**src/rtl/exec_unit_pkg.sv**
```systemverilog
// Shared definitions for the execute stage and the decoder: opcodes, FSM states, widths.
// The MUL state only exists when EXEC_MUL_EN is defined.
package exec_unit_pkg;

    localparam int PKG_XLEN = 16;
    localparam int PKG_RAW  = 3;

    typedef enum logic [3:0] {
        OP_ADD  = 4'd0,
        OP_SUB  = 4'd1,
        OP_AND  = 4'd2,
        OP_OR   = 4'd3,
        OP_XOR  = 4'd4,
        OP_SLT  = 4'd5,
        OP_SLTU = 4'd6,
        OP_SLL  = 4'd7,
        OP_SRL  = 4'd8,
        OP_SRA  = 4'd9,
        OP_MUL  = 4'd10
    } op_e;

    typedef enum logic [1:0] {
        ST_IDLE  = 2'd0,
        ST_SHIFT = 2'd1,
`ifdef EXEC_MUL_EN
        ST_MUL   = 2'd2,
`endif
        ST_WB    = 2'd3
    } state_e;

    function automatic logic is_shift(input logic [3:0] op);
        return (op == OP_SLL) || (op == OP_SRL) || (op == OP_SRA);
    endfunction

endpackage

```
**src/rtl/alu_comb.sv**
```systemverilog
// Combinational single-cycle ALU for ops ADD..SLTU; every other opcode yields 0.
module alu_comb
    import exec_unit_pkg::*;
#(
    parameter int XLEN = PKG_XLEN
) (
    input  logic [3:0]      op,
    input  logic [XLEN-1:0] a,
    input  logic [XLEN-1:0] b,
    output logic [XLEN-1:0] y
);

    logic signed [XLEN-1:0] a_s;
    logic signed [XLEN-1:0] b_s;

    assign a_s = a;
    assign b_s = b;

    always_comb begin
        y = '0;
        case (op)
            OP_ADD:  y = a + b;
            OP_SUB:  y = a - b;
            OP_AND:  y = a & b;
            OP_OR:   y = a | b;
            OP_XOR:  y = a ^ b;
            OP_SLT:  y = {{(XLEN-1){1'b0}}, (a_s < b_s)};
            OP_SLTU: y = {{(XLEN-1){1'b0}}, (a < b)};
            default: y = '0;
        endcase
    end

endmodule

```
**src/rtl/exec_unit.sv**
```systemverilog
// Execute unit: issue handshake, serial shifter, optional shift-add multiplier
// (EXEC_MUL_EN) and the register-file write-back port.
module exec_unit
    import exec_unit_pkg::*;
#(
    parameter int XLEN = 16,
    parameter int RAW  = 3
) (
    input  logic            clk,
    input  logic            rst,
    input  logic            issue_valid,
    output logic            issue_ready,
    input  logic [3:0]      op,
    input  logic [RAW-1:0]  rd,
    input  logic [XLEN-1:0] src1_dat,
    input  logic [XLEN-1:0] src2_dat,
    output logic            wb_we,
    output logic [RAW-1:0]  wb_tgt,
    output logic [XLEN-1:0] wb_dat,
    output logic            busy
);

    state_e          state_q, state_d;
    logic [3:0]      op_q, op_d;
    logic [RAW-1:0]  rd_q, rd_d;
    logic [XLEN-1:0] sh_q, sh_d;
    logic [3:0]      cnt_q, cnt_d;
    logic            wb_we_q, wb_we_d;
    logic [RAW-1:0]  wb_tgt_q, wb_tgt_d;
    logic [XLEN-1:0] wb_dat_q, wb_dat_d;
`ifdef EXEC_MUL_EN
    logic [XLEN-1:0] mcand_q, mcand_d;
    logic [XLEN-1:0] mplier_q, mplier_d;
    logic [XLEN-1:0] acc_q, acc_d;
    logic [XLEN-1:0] acc_next;
`endif

    logic [XLEN-1:0] alu_y;
    logic [XLEN-1:0] sh_next;
    logic [3:0]      shamt;
    logic            issue_fire;

    alu_comb #(
        .XLEN (XLEN)
    ) u_alu (
        .op (op),
        .a  (src1_dat),
        .b  (src2_dat),
        .y  (alu_y)
    );

    assign shamt       = src2_dat[3:0];
    assign issue_ready = (state_q == ST_IDLE) || (state_q == ST_WB);
    assign issue_fire  = issue_valid && issue_ready;
`ifdef EXEC_MUL_EN
    assign busy        = (state_q == ST_SHIFT) || (state_q == ST_MUL);
    assign acc_next    = acc_q + (mplier_q[0] ? mcand_q : '0);
`else
    assign busy        = (state_q == ST_SHIFT);
`endif

    assign wb_we  = wb_we_q;
    assign wb_tgt = wb_tgt_q;
    assign wb_dat = wb_dat_q;

    // One-bit step of the serial shifter; SRA refills with the sign bit.
    always_comb begin
        sh_next = sh_q;
        case (op_q)
            OP_SLL:  sh_next = sh_q << 1;
            OP_SRL:  sh_next = sh_q >> 1;
            default: sh_next = {sh_q[XLEN-1], sh_q[XLEN-1:1]};
        endcase
    end

    always_comb begin
        state_d  = state_q;
        op_d     = op_q;
        rd_d     = rd_q;
        sh_d     = sh_q;
        cnt_d    = cnt_q;
        wb_we_d  = 1'b0;
        wb_tgt_d = wb_tgt_q;
        wb_dat_d = wb_dat_q;
`ifdef EXEC_MUL_EN
        mcand_d  = mcand_q;
        mplier_d = mplier_q;
        acc_d    = acc_q;
`endif

        case (state_q)
            ST_SHIFT: begin
                sh_d  = sh_next;
                cnt_d = cnt_q - 4'd1;
                if (cnt_q == 4'd1) begin
                    state_d  = ST_WB;
                    wb_dat_d = sh_next;
                    wb_tgt_d = rd_q;
                    wb_we_d  = (rd_q != '0);
                end
            end
`ifdef EXEC_MUL_EN
            ST_MUL: begin
                acc_d    = acc_next;
                mcand_d  = mcand_q << 1;
                mplier_d = mplier_q >> 1;
                cnt_d    = cnt_q + 4'd1;
                // Counter wrapping 15 -> 0 marks the sixteenth partial product.
                if (cnt_q == 4'd15) begin
                    state_d  = ST_WB;
                    wb_dat_d = acc_next;
                    wb_tgt_d = rd_q;
                    wb_we_d  = (rd_q != '0);
                end
            end
`endif
            default: ;
        endcase

        if (issue_fire) begin
            op_d = op;
            rd_d = rd;
            if (is_shift(op) && (shamt != 4'd0)) begin
                state_d = ST_SHIFT;
                sh_d    = src1_dat;
                cnt_d   = shamt;
            end else if (is_shift(op)) begin
                state_d  = ST_WB;
                wb_dat_d = src1_dat;
                wb_tgt_d = rd;
                wb_we_d  = (rd != '0);
`ifdef EXEC_MUL_EN
            end else if (op == OP_MUL) begin
                state_d  = ST_MUL;
                cnt_d    = 4'd0;
                acc_d    = '0;
                mcand_d  = src1_dat;
                mplier_d = src2_dat;
`endif
            end else begin
                state_d  = ST_WB;
                wb_dat_d = alu_y;
                wb_tgt_d = rd;
                wb_we_d  = (rd != '0);
            end
        end else if (state_q == ST_WB) begin
            state_d = ST_IDLE;
        end
    end

    always_ff @(posedge clk) begin
        if (rst) begin
            state_q  <= ST_IDLE;
            cnt_q    <= 4'd0;
            wb_we_q  <= 1'b0;
            wb_tgt_q <= '0;
            wb_dat_q <= '0;
        end else begin
            state_q  <= state_d;
            cnt_q    <= cnt_d;
            wb_we_q  <= wb_we_d;
            wb_tgt_q <= wb_tgt_d;
            wb_dat_q <= wb_dat_d;
        end
    end

    // Operand/working registers are only meaningful while the FSM is active.
    always_ff @(posedge clk) begin
        op_q <= op_d;
        rd_q <= rd_d;
        sh_q <= sh_d;
`ifdef EXEC_MUL_EN
        mcand_q  <= mcand_d;
        mplier_q <= mplier_d;
        acc_q    <= acc_d;
`endif
    end

endmodule

```
**config.mk**
```make
export PLATFORM = sky130hd
export DESIGN_NAME = exec_unit
export DESIGN_NICKNAME = d
export VERILOG_FILES = /design/src/rtl/exec_unit_pkg.sv /design/src/rtl/alu_comb.sv /design/src/rtl/exec_unit.sv
export SDC_FILE = /design/constraint.sdc
export NUM_CORES = 1
export LEC_CHECK = 0
export BUFFER_PORTS_ARGS = -buffer_cell sky130_fd_sc_hd__buf_2
export CORE_ASPECT_RATIO = 1.75
export CORE_MARGIN = 1
export CORE_UTILIZATION = 25
export DETAILED_ROUTE_END_ITERATION = 8
export GPL_TIMING_DRIVEN = 0
export HOLD_SLACK_MARGIN = 0.12
export MAX_ROUTING_LAYER = met4
export PLACE_DENSITY = 0.38
export SYNTH_ARGS = -nofsm -noshare
export SYNTH_HDL_FRONTEND = slang
export SYNTH_SLANG_ARGS = --single-unit
```
**constraint.sdc**
```tcl
create_clock -name clk -period 3.1 [get_ports clk]
set_input_delay 0.155 -clock clk [delete_from_list [all_inputs] [get_ports clk]]
set_output_delay 0.155 -clock clk [all_outputs]
set_load 0.01 [all_outputs]
```
==> impl_results.md <==
- Max-slew headroom: 33.13%
- Final period util: 93.89%
- Worst-path maximum fanout: 10
- Yosys top cell area share: 17.40%
- Final wirelength: 18910 um
- Vias in the first global route: 4894
- WP data required: 3240 ps
- Syn. warnings: 0
- Synthesized area per cell: 7.682 um^2
- Worst slew pin tran: 995.3 ps
- Largest net degree at the start of global routing: 16
- Clock buffer depth: 2
- DRT Pass-1 Iters: 5
- RSZ-0062 raised after global routing: false
- Gate count of the mapped netlist: 629
- Initial Util: 25.78%
- Clock Latency Late Sink: 300 ps
- First-pass GRT wire length: 28550 um
- Register area share after synthesis: 21.75%
- Startpoint Class: input pin
- Die ar.: 19910 um^2
- Remaining global-route overflow: 0
- Worst vdd ir: 0.0002292 V
- Site Rows: 66
- Crit path kind: input pin to register
- Nets@finish: 808
- Outcome: finished clean
- Synth Flop Type: dfxtp_1
- Routed vias: 4904
- Tmin final: 2911 ps
- Post-synth EDFFs: 7
- Clk_skew: 3.187 ps
- Post-DR vias/cell: 5.206
- Core Area: 18750 um^2
- Area Growth Syn to Fin: 17.66%
- Netlist cell types: 73
- Clock sinks: 49
- CTS tree: built
- Most common cell after layout, fill and taps aside: nand2_1
- Lkg Pwr: 2.448 nW
- Leading area contributor after synthesis: dfxtp_1
- Filler Cell Count: 2039
- Die Span X: 107.1 um
- Cts bufs inserted: 5
- Critical Path AT: 3060 ps
- Post-CTS setup buffers: 0
- HP Class: input pin to register
- Final max-slew violation count: 0
- Hold Fails Final Rpt: 0
- Mapped Nets: 734
- Power share of the clock group: 25.2%
- Layout cells sized above 1: 14.35%
- Seq pwr share: 34.5%
- Die H: 185.9 um
- Most frequent cells in the layout: 69 x nand2_1, 67 x buf_2, 63 x o21ai_0
- Net load switching power: 1.100 mW
- Avg WL per Cell: 20.08 um
- Setup TNS: 0 ps
- Clk pin slew, worst setup/hold paths: 70 ps
- H-tree depth: 2
- Clock Root Buffer: clkbuf_16
- Top cells by area, synth: dfxtp_1 17%, ha_1 16%, o21ai_0 6.5%, nand2_1 5.4%, edfxtp_1 4.4%
- Starting DRT DRC Count: 298
- Max Clk Rate: 343.6 MHz
- Antenna violations before repair: 0
- Int Power: 1.734 mW
- Ys async rst share: 0%
- Final Setup Violations: 0
- Register bit count reported by yosys: 49
- Antenna-violating nets left: 0
- Setup crit end kind: register
- N_diodes: 0
- Combinational power share: 40.3%
- GP Congestion: 0.8761
- I/O Buffers: 62
- I/O Pins: 64
- Sw frac: 38.82%
- DRC violation count after routing: 0
- Power Dens Cells: 498.5 nW/um^2
- # Max-Cap Violations: 0
- Synth Cell Area: 4832 um^2
- Post-DP HPWL: 15440 um
- Final Util: 30.33%
- Total global-route track usage: 19.93%
cell families (layout without fill, tap and decap cells):
| family | after synthesis | in the layout | synth area share (%) |
|---|---|---|---|
| multiplexers | 22 | 22 | 4.661 |
| buffers and inverters | 88 | 163 | 7.120 |
| AO/OA/AOI/OAI | 218 | 218 | 30.89 |
| XOR/XNOR | 7 | 7 | 1.269 |
| AND/OR/NAND/NOR | 182 | 182 | 17.69 |
| adder cells (fa/ha/maj) | 63 | 63 | 16.62 |
| flip-flops | 49 | 49 | 21.75 |
layout make-up:
type | count | area, um^2 | area share [%]
Buffer | 40 | 165.2 | 2.905
Inverter | 48 | 183.9 | 3.235
Clock buffer | 5 | 125.1 | 2.201
Timing Repair Buffer | 67 | 360.3 | 6.338
Tap cell | 238 | 297.8 | 5.238
Multi-Input combinational cell | 492 | 3437 | 60.45
Sequential cell | 49 | 1051 | 18.49
Clock inverter | 3 | 65.06 | 1.144
what timing repair did:
item | in CTS | in global routing
hold buffers | 5 | 0
resized for setup | 0 | 3
hold endpoints to repair | 5 | 0
setup endpoints to repair | 0 | 3
worst max-delay path, cell delays in order:
cell and delay (ps):
dlygate4sd3_1 520, buf_2 100, clkbuf_1 390, clkbuf_1 600, clkbuf_1 560, a21oi_1 130, a221oi_1 450, a211oi_1 140
metrics by stage:
| stage | cell area [um^2] | power, mW | instances | hold WS [ps] | worst slack [ps] |
|---|---|---|---|---|---|
| 6_report | 5685 | 2.834 | 942 | 153.2 | 189.3 |
| 5_1_grt | 5685 | 3.025 | 942 | 157.1 | 8.669 |
| 4_1_cts | 5680 | 2.853 | 942 | 146.9 | 45.01 |
| 3_5_place_dp | 5440 | 2.122 | 929 | 347.7 | 106.2 |
| 3_3_place_gp | 5440 | 2.113 | 929 | 350.7 | 129.8 |
| 2_1_floorplan | 4832 | 1.705 | 629 | 253.9 | 823.8 |
sequential cells by signal, indices dropped and copies added, names as in the netlist:
| register | count |
|---|---|
| wb_dat | 16 |
| sh_q | 16 |
| op_q | 4 |
| wb_tgt | 3 |
| cnt_q | 4 |
| rd_q | 3 |
| wb_we | 1 |
| state_q | 2 |
cell usage after synthesis, types with 3 or more instances:
master     instances
a21oi_1           41
clkbuf_1          29
ha_1              61
o21ai_1            5
nand3_1            9
a311oi_1           5
mux2i_1           21
buf_2              5
inv_1             47
o21ai_0           63
edfxtp_1           7
nand2_1           69
o211ai_1           7
dfxtp_1           42
xor2_1             5
a221oi_1           9
o21bai_1           6
nor4_1             4
nor3b_1            5
o221ai_1           3
a21o_1             5
buf_1              4
and3_1             3
a2111oi_0          4
a31oi_1            3
nor2_1            54
o22ai_1            3
a211o_1            4
a211oi_1          25
nor2b_1           11
nand4_1            4
a31o_2             3
nor3_1             7
per-layer routing:
metal	up-vias	wire, um	global-route usage [%]
li1	2416	-	-
met1	2330	7346	20.83
met2	125	10390	37.88
met3	33	502	1.331
met4	0	672	8.603
met5	-	0	-
path summary, 6_finish.rpt:
check / from / to / slack [ps] / cells after the start
worst min register to register: wb_tgt[2] / wb_tgt[2] / 480 / 2
worst max-delay path: op[0] / wb_dat[1] / 190 / 8
worst max register to register: state_q[1] / wb_dat[6] / 250 / 8
worst min-delay path: src1_dat[15] / sh_q[15] / 150 / 3
power by group through the flow:
stage	clock, mW	combinational, mW	sequential, mW
2_1_floorplan	0	0.746	0.960
3_3_place_gp	0	1.12	0.990
3_5_place_dp	0	1.13	0.991
4_1_cts	0.734	1.14	0.978
5_1_grt	0.757	1.27	0.998
6_report	0.715	1.14	0.978
No activity file was read; power rests on OpenSTA's default activity.
